===== config.mk =====
export PLATFORM = sky130hd
export DESIGN_NAME = uart_sdram_cmd_ctrl
export DESIGN_NICKNAME = d
export VERILOG_FILES = /design/src/rtl/uart_sdram_cmd_ctrl.sv
export SDC_FILE = /design/constraint.sdc
export NUM_CORES = 1
export LEC_CHECK = 0
export ABC_AREA = 0
export CORE_MARGIN = 2
export CORE_UTILIZATION = 53
export CTS_CLUSTER_SIZE = 14
export DETAILED_ROUTE_END_ITERATION = 16
export GPL_ROUTABILITY_DRIVEN = 0
export PLACE_DENSITY = 0.87
export SYNTH_ARGS = -nofsm -noshare
export SYNTH_HDL_FRONTEND = slang
export SYNTH_SLANG_ARGS = --single-unit

===== constraint.sdc =====
create_clock -name CLK -period 4.5 [get_ports CLK]
set_input_delay 0.45 -clock CLK [delete_from_list [all_inputs] [get_ports CLK]]
set_output_delay 0.45 -clock CLK [all_outputs]
set_load 0.05 [all_outputs]

===== src/rtl/uart_sdram_cmd_ctrl.sv =====
// Command sequencer: assembles 'W'/'R' host commands from the RX byte FIFO,
// issues one SDRAM access at a time and returns the response through the TX FIFO.
module uart_sdram_cmd_ctrl #(
    parameter int ADDR_W  = 24,
    parameter int DATA_W  = 16,
    parameter int TIMEOUT = 1023
) (
    input  logic              CLK,
    input  logic              RST,
    input  logic [7:0]        rx_data,
    input  logic              rx_stb,
    output logic              rx_ack,
    output logic [7:0]        tx_data,
    output logic              tx_stb,
    input  logic              tx_ack,
    output logic              req_stb,
    output logic              req_we,
    output logic [ADDR_W-1:0] req_addr,
    output logic [DATA_W-1:0] req_wdata,
    input  logic              req_ack,
    input  logic              rd_valid,
    input  logic [DATA_W-1:0] rd_data,
    output logic              busy
);

    localparam logic [2:0] S_IDLE    = 3'd0;
    localparam logic [2:0] S_ADDR    = 3'd1;
    localparam logic [2:0] S_DATA    = 3'd2;
    localparam logic [2:0] S_REQ     = 3'd3;
    localparam logic [2:0] S_WAIT_RD = 3'd4;
    localparam logic [2:0] S_RESP    = 3'd5;

    localparam logic [7:0] OP_WRITE = 8'h57;
    localparam logic [7:0] OP_READ  = 8'h52;
    localparam logic [7:0] RSP_OK   = 8'h4B;
    localparam logic [7:0] RSP_ERR  = 8'h3F;

    // +2 keeps the counter at least one bit wide even for TIMEOUT == 0
    localparam int         TW      = $clog2(TIMEOUT + 2);
    localparam logic [TW-1:0] TMO_MAX = TW'(TIMEOUT);

    logic [2:0]        state_q,   state_d;
    logic [1:0]        cnt_q,     cnt_d;
    logic [TW-1:0]     tmo_q,     tmo_d;
    logic              we_q,      we_d;
    logic [ADDR_W-1:0] addr_q,    addr_d;
    logic [DATA_W-1:0] wdata_q,   wdata_d;
    logic [7:0]        rdlo_q,    rdlo_d;
    logic              pend_q,    pend_d;
    logic [7:0]        txd_q,     txd_d;

    logic rx_state;

    assign rx_state  = (state_q == S_IDLE) || (state_q == S_ADDR) || (state_q == S_DATA);
    assign rx_ack    = rx_stb & rx_state;
    assign tx_stb    = (state_q == S_RESP);
    assign tx_data   = txd_q;
    assign req_stb   = (state_q == S_REQ);
    assign req_we    = we_q;
    assign req_addr  = addr_q;
    assign req_wdata = wdata_q;
    assign busy      = (state_q != S_IDLE);

    always_comb begin
        state_d = state_q;
        cnt_d   = cnt_q;
        tmo_d   = '0;
        we_d    = we_q;
        addr_d  = addr_q;
        wdata_d = wdata_q;
        rdlo_d  = rdlo_q;
        pend_d  = pend_q;
        txd_d   = txd_q;

        case (state_q)
            S_IDLE: begin
                if (rx_ack) begin
                    if ((rx_data == OP_WRITE) || (rx_data == OP_READ)) begin
                        we_d    = (rx_data == OP_WRITE);
                        cnt_d   = '0;
                        state_d = S_ADDR;
                    end else begin
                        txd_d   = RSP_ERR;
                        pend_d  = 1'b0;
                        state_d = S_RESP;
                    end
                end
            end

            S_ADDR: begin
                if (rx_ack) begin
                    addr_d = {addr_q[ADDR_W-9:0], rx_data};
                    if (cnt_q == 2'd2) begin
                        cnt_d   = '0;
                        state_d = we_q ? S_DATA : S_REQ;
                    end else begin
                        cnt_d = cnt_q + 2'd1;
                    end
                end else if (tmo_q == TMO_MAX) begin
                    txd_d   = RSP_ERR;
                    pend_d  = 1'b0;
                    state_d = S_RESP;
                end else begin
                    tmo_d = tmo_q + 1'b1;
                end
            end

            S_DATA: begin
                if (rx_ack) begin
                    wdata_d = {wdata_q[DATA_W-9:0], rx_data};
                    if (cnt_q == 2'd1) begin
                        cnt_d   = '0;
                        state_d = S_REQ;
                    end else begin
                        cnt_d = cnt_q + 2'd1;
                    end
                end else if (tmo_q == TMO_MAX) begin
                    txd_d   = RSP_ERR;
                    pend_d  = 1'b0;
                    state_d = S_RESP;
                end else begin
                    tmo_d = tmo_q + 1'b1;
                end
            end

            S_REQ: begin
                if (req_ack) begin
                    if (we_q) begin
                        txd_d   = RSP_OK;
                        pend_d  = 1'b0;
                        state_d = S_RESP;
                    end else begin
                        state_d = S_WAIT_RD;
                    end
                end
            end

            S_WAIT_RD: begin
                // D1 goes out first; D0 is parked until the TX FIFO takes D1
                if (rd_valid) begin
                    txd_d   = rd_data[DATA_W-1 -: 8];
                    rdlo_d  = rd_data[7:0];
                    pend_d  = 1'b1;
                    state_d = S_RESP;
                end
            end

            S_RESP: begin
                if (tx_ack) begin
                    if (pend_q) begin
                        txd_d  = rdlo_q;
                        pend_d = 1'b0;
                    end else begin
                        state_d = S_IDLE;
                    end
                end
            end

            default: state_d = S_IDLE;
        endcase
    end

    always_ff @(posedge CLK or posedge RST) begin
        if (RST) begin
            state_q <= S_IDLE;
            cnt_q   <= '0;
            tmo_q   <= '0;
            we_q    <= 1'b0;
            addr_q  <= '0;
            wdata_q <= '0;
            rdlo_q  <= '0;
            pend_q  <= 1'b0;
            txd_q   <= '0;
        end else begin
            state_q <= state_d;
            cnt_q   <= cnt_d;
            tmo_q   <= tmo_d;
            we_q    <= we_d;
            addr_q  <= addr_d;
            wdata_q <= wdata_d;
            rdlo_q  <= rdlo_d;
            pend_q  <= pend_d;
            txd_q   <= txd_d;
        end
    end

endmodule

* Word-level counts from Yosys, hierarchy flattened
Index checks and enable logic that the tools add are counted.
** Operators by class
- Add/subtract/negate cells :: 2
- Equal/unequal tests :: 25
- Multiplexer cells :: 43
- Bitwise operators :: 1
- Reduce and logical (&&, ||, !) cells :: 16
** Operator list (number)
- $mux W8 :: 9
- $pmux W8 S5 :: 1
- $mux W11 :: 3
- $mux W3 :: 11
- $pmux W3 S6 :: 1
- $eq A8 B7 Y1 const B :: 2
- $ne A2 B2 Y1 const B :: 7
- $mux W2 :: 6
- $ne A2 B1 Y1 const B :: 6
- $add A11 B1 Y11 const B :: 1
- $eq A11 B10 Y1 const B :: 1
- $mux W1 :: 10
- $reduce_and A10 Y1 :: 1
- $reduce_and A9 Y1 :: 1
- $reduce_and A7 Y1 :: 1
- $eq A3 B2 Y1 const B :: 2
- $eq A3 B3 Y1 const B :: 2
- $ne A3 B2 Y1 const B :: 2
- $pmux W2 S3 :: 1
- $reduce_and A2 Y1 :: 3
- $reduce_bool A3 Y1 :: 2
- $pmux W1 S5 :: 1
- $reduce_and A5 Y1 :: 1
- $reduce_bool A5 Y1 :: 1
- 9 further kinds :: 11
** Storage, ports and cells
- Register bits after elaboration :: 74
- Output and inout port bits :: 53

* Depth between registers and ports, before layout
- Depth after elaboration :: 6
- Depth in mapped cells :: 7

* Worst setup path after synthesis
OpenSTA, ideal clock, no wires.
- Path type :: reg-to-output
- Start point :: reg state_q[1]
- End point :: out tx_stb
- Arrival time :: 1.729 ns
- Path slack :: 2.321 ns
- Cell stages (with the launch flop) :: 4
- Path buffers :: 2
- Path through :: dfrtp_1 -> buf_6 -> buf_4 -> nor3_1
** On the way
- Word-level cells in the longest chain between the ends :: 1
** RTL lines
- start, declared :: line 42 : logic [2:0] state_q, state_d;
- start signal, assigned :: line 175 : state_q <= state_d;
- $eq A3 B3 Y1 :: line 56 : assign tx_stb = (state_q == S_RESP);
- end, declared :: line 14 : output logic tx_stb,
No other way between the ends.

* Worst setup path in the final report
- Start point :: reg state_q[0]
- End point :: out tx_stb
Same word-level chain as after synthesis.

==> results.toml <==
[run_status]
outcome = "finished clean"

[sta]
maxSlewHeadroom = 0.272
finalHoldViolCount = 0
period_needed_ns = 3.10
setup_tns_ns = 0
finClkSkew_ns = 0.00647
worstMarginPinSlew_ns = 1.09
setup_violations = 0
drv_slew = 0
whs_ns = 0.497
rsz0062_at_grt = "no"
max_freq_mhz = 323
post-route-period-util = 0.689

[setup_path]
critPathMaxFanout = 23
path_class = "flip-flop to primary output"
path_cells = "inv_2, nor3_1, clkdlybuf4s50_1"
cpPeakStageDelay_ns = 0.95
end_kind = "primary output"
start_kind = "flip-flop"
required_ns = 4.05
slowest_stage = "dfrtp_1"
cp.arrival_ns = 2.65

[synthesis]
synth_top_family_by_area = "multiplexers"
synth-xor-area-share = 0.0202
ys_seq_elements = 74
synth-compound-area-share = 0.0787
syn_nets = 306
synthSimpleGateAreaFrac = 0.119
netlist_top_cells_area = "dfrtp_1 53%, mux2_2 16%, mux2_4 3.5%"
async_flop_share = 1.00
netlist_area_um2 = 3470
syn_inst = 275
yosysSeqAreaShare = 0.534
yosys_warnings = 0
synthDistinctLibCells = 51
synth_enable_flop_cells = 0
synth_mux_area_frac = 0.208
syn_avg_cell_area_um2 = 12.6
synth_top_area_frac = 0.534
synth_fa_ha_area_frac = 0.00361
ys.flop_type = "dfrtp_1"
netlist.top_cell.by_area = "dfrtp_1"

[route]
postRouteWirelength_mm = 7.57
post_drt_via_cell_ratio = 5.63
post-route-drc-count = 0
vias = 2478
wl_per_cell_um = 17.2
drt_first_pass_iters = 4
dr.first_iter.drc_count = 146
antenna_left = 0

[global_routing]
grt_max_degree = 55
grt_pass1_wl_mm = 12.4
overflow = 0
grt_use_total = 0.221
grt_pass1_vias = 2544
antenna_found_initial = 0

[layout]
mostFrequentLayoutCells = "82 x clkdlybuf4s50_1, 74 x dfrtp_1, 49 x mux2_2"
area_growth_pct = 31.3
fillers = 441
fin_util = 0.717
final_common_cell = "clkdlybuf4s50_1"
drive_gt1_frac = 0.248
diodes = 0
nets = 389

[placed_design]
portBuffers = 82
place_hpwl_mm = 5.39

[pwr]
p_switching_mw = 1.74
p_per_area_nw_per_um2 = 831
p_leak_nw = 1.92
clockPowerShare = 0.139
vdd.ir_drop.worst_v = 0.000633
seqPwrFrac = 0.316
p_comb_frac = 0.545
intPower_mw = 2.04
swShare = 0.460

[cts]
cts_root_buffer = "clkbuf_8"
numCtsBuffers = 9
cts_sinks = 74
clk_pin_slew_worst_paths_ns = 0.07
clk_latency_ns = 0.35
postCtsSetupBuffers = 0
cts-htree-levels = 3
hold_buffers = 0
ctsResizeCount = 0
clock_path_buffers = 2
cts_tree = "done"

[floorplan]
die_w_um = 84.9
io_pins = 83
die_height_um = 84.9
die_area_um2 = 7200
fp-row-count = 29
initial_core_util = 0.546
core-area_um2 = 6350

[min_path]
hp-class = "flip-flop to flip-flop"

[run]
drv_cap = 0
## through the flow
step,instances,setup WS (ns),total power [mW],instance area [um^2]
5_1_grt,440,1.29,3.96,4550
4_1_cts,440,1.43,3.80,4550
6_report,440,1.40,3.78,4550
3_3_place_gp,424,1.82,3.20,4350
2_1_floorplan,275,2.17,2.63,3470
3_5_place_dp,424,1.79,3.26,4350
## cell type report
type	instances	area, um^2	area share
clock inverters	5	62.6	0.0137
well taps	77	96.3	0.0212
repair buffers	85	843	0.185
multi-input cells	178	1520	0.334
flip-flops and latches	74	1850	0.407
inverters	10	37.5	0.00824
clock buffers	11	141	0.0311
## routing by layer
metal  vias to the layer above  GRT usage  wire [um]  part of all wire
met3                        15     0.0837        553             0.073
met4                         0     0.0938        127             0.017
li1                       1151          -          -                 -
met2                        91      0.331       3610              0.48
met5                         -          0          0                 0
met1                      1221      0.290       3280              0.43
## registers in the layout, indices dropped and copies added (netlist names)
signal / count
pend_q: 1
cnt_q: 2
tx_data: 8
rdlo_q: 8
req_we: 1
req_wdata: 16
tmo_q: 11
state_q: 3
req_addr: 24
## path summary, 6_finish.rpt
kind                       startpoint            end  slack, ns  cells after the start
min reg2reg                  tmo_q[0]       tmo_q[0]       0.50                      1
min in group asynchronous         RST  req_wdata[10]       0.69                      2
min                          tmo_q[0]       tmo_q[0]       0.50                      1
max                        state_q[0]         tx_stb       1.40                      3
max in group asynchronous         RST         req_we       2.92                      3
max reg2reg                state_q[0]     state_q[1]       2.06                      5
## power groups by stage
stage / combinational [mW] / clock [mW] / sequential (mW)
6_report: 2.06 / 0.527 / 1.19
5_1_grt: 2.16 / 0.566 / 1.23
4_1_cts: 2.07 / 0.537 / 1.19
3_5_place_dp: 2.06 / 0 / 1.20
3_3_place_gp: 2.02 / 0 / 1.18
2_1_floorplan: 0.838 / 0 / 1.79
## critical path, delay by kind of cell (launching register included)
family	cells	cell delay (ns)
buffers and inverters	2	1.06
and+or+nand+nor	1	0.29
DFF	1	0.95
## cell families after synthesis
logic type                 Yosys count
buffers and inverters               23
DFF                                 74
muxes                               62
and+or+nand+nor                     69
AOI/OAI and AO/OA                   38
xor gates and xnor gates             8
adders and majority gates            1
## Yosys cell counts (2+ instances only)
| cell type | n |
|---|---|
| nor3_1 | 5 |
| dfrtp_1 | 74 |
| buf_4 | 4 |
| inv_1 | 9 |
| mux2_4 | 8 |
| a22o_1 | 2 |
| nor2b_1 | 2 |
| or3_1 | 3 |
| nor3_2 | 2 |
| nand2_1 | 14 |
| nand3_1 | 5 |
| buf_6 | 2 |
| nor2_1 | 18 |
| nor4bb_1 | 4 |
| xnor2_1 | 3 |
| a21oi_1 | 10 |
| mux2i_1 | 5 |
| nand4_2 | 2 |
| buf_2 | 7 |
| xor2_1 | 5 |
| and3_1 | 3 |
| o21ai_0 | 10 |
| nor4_1 | 2 |
| mux2_2 | 49 |
Note: power is estimated with default switching activity, not from simulation.
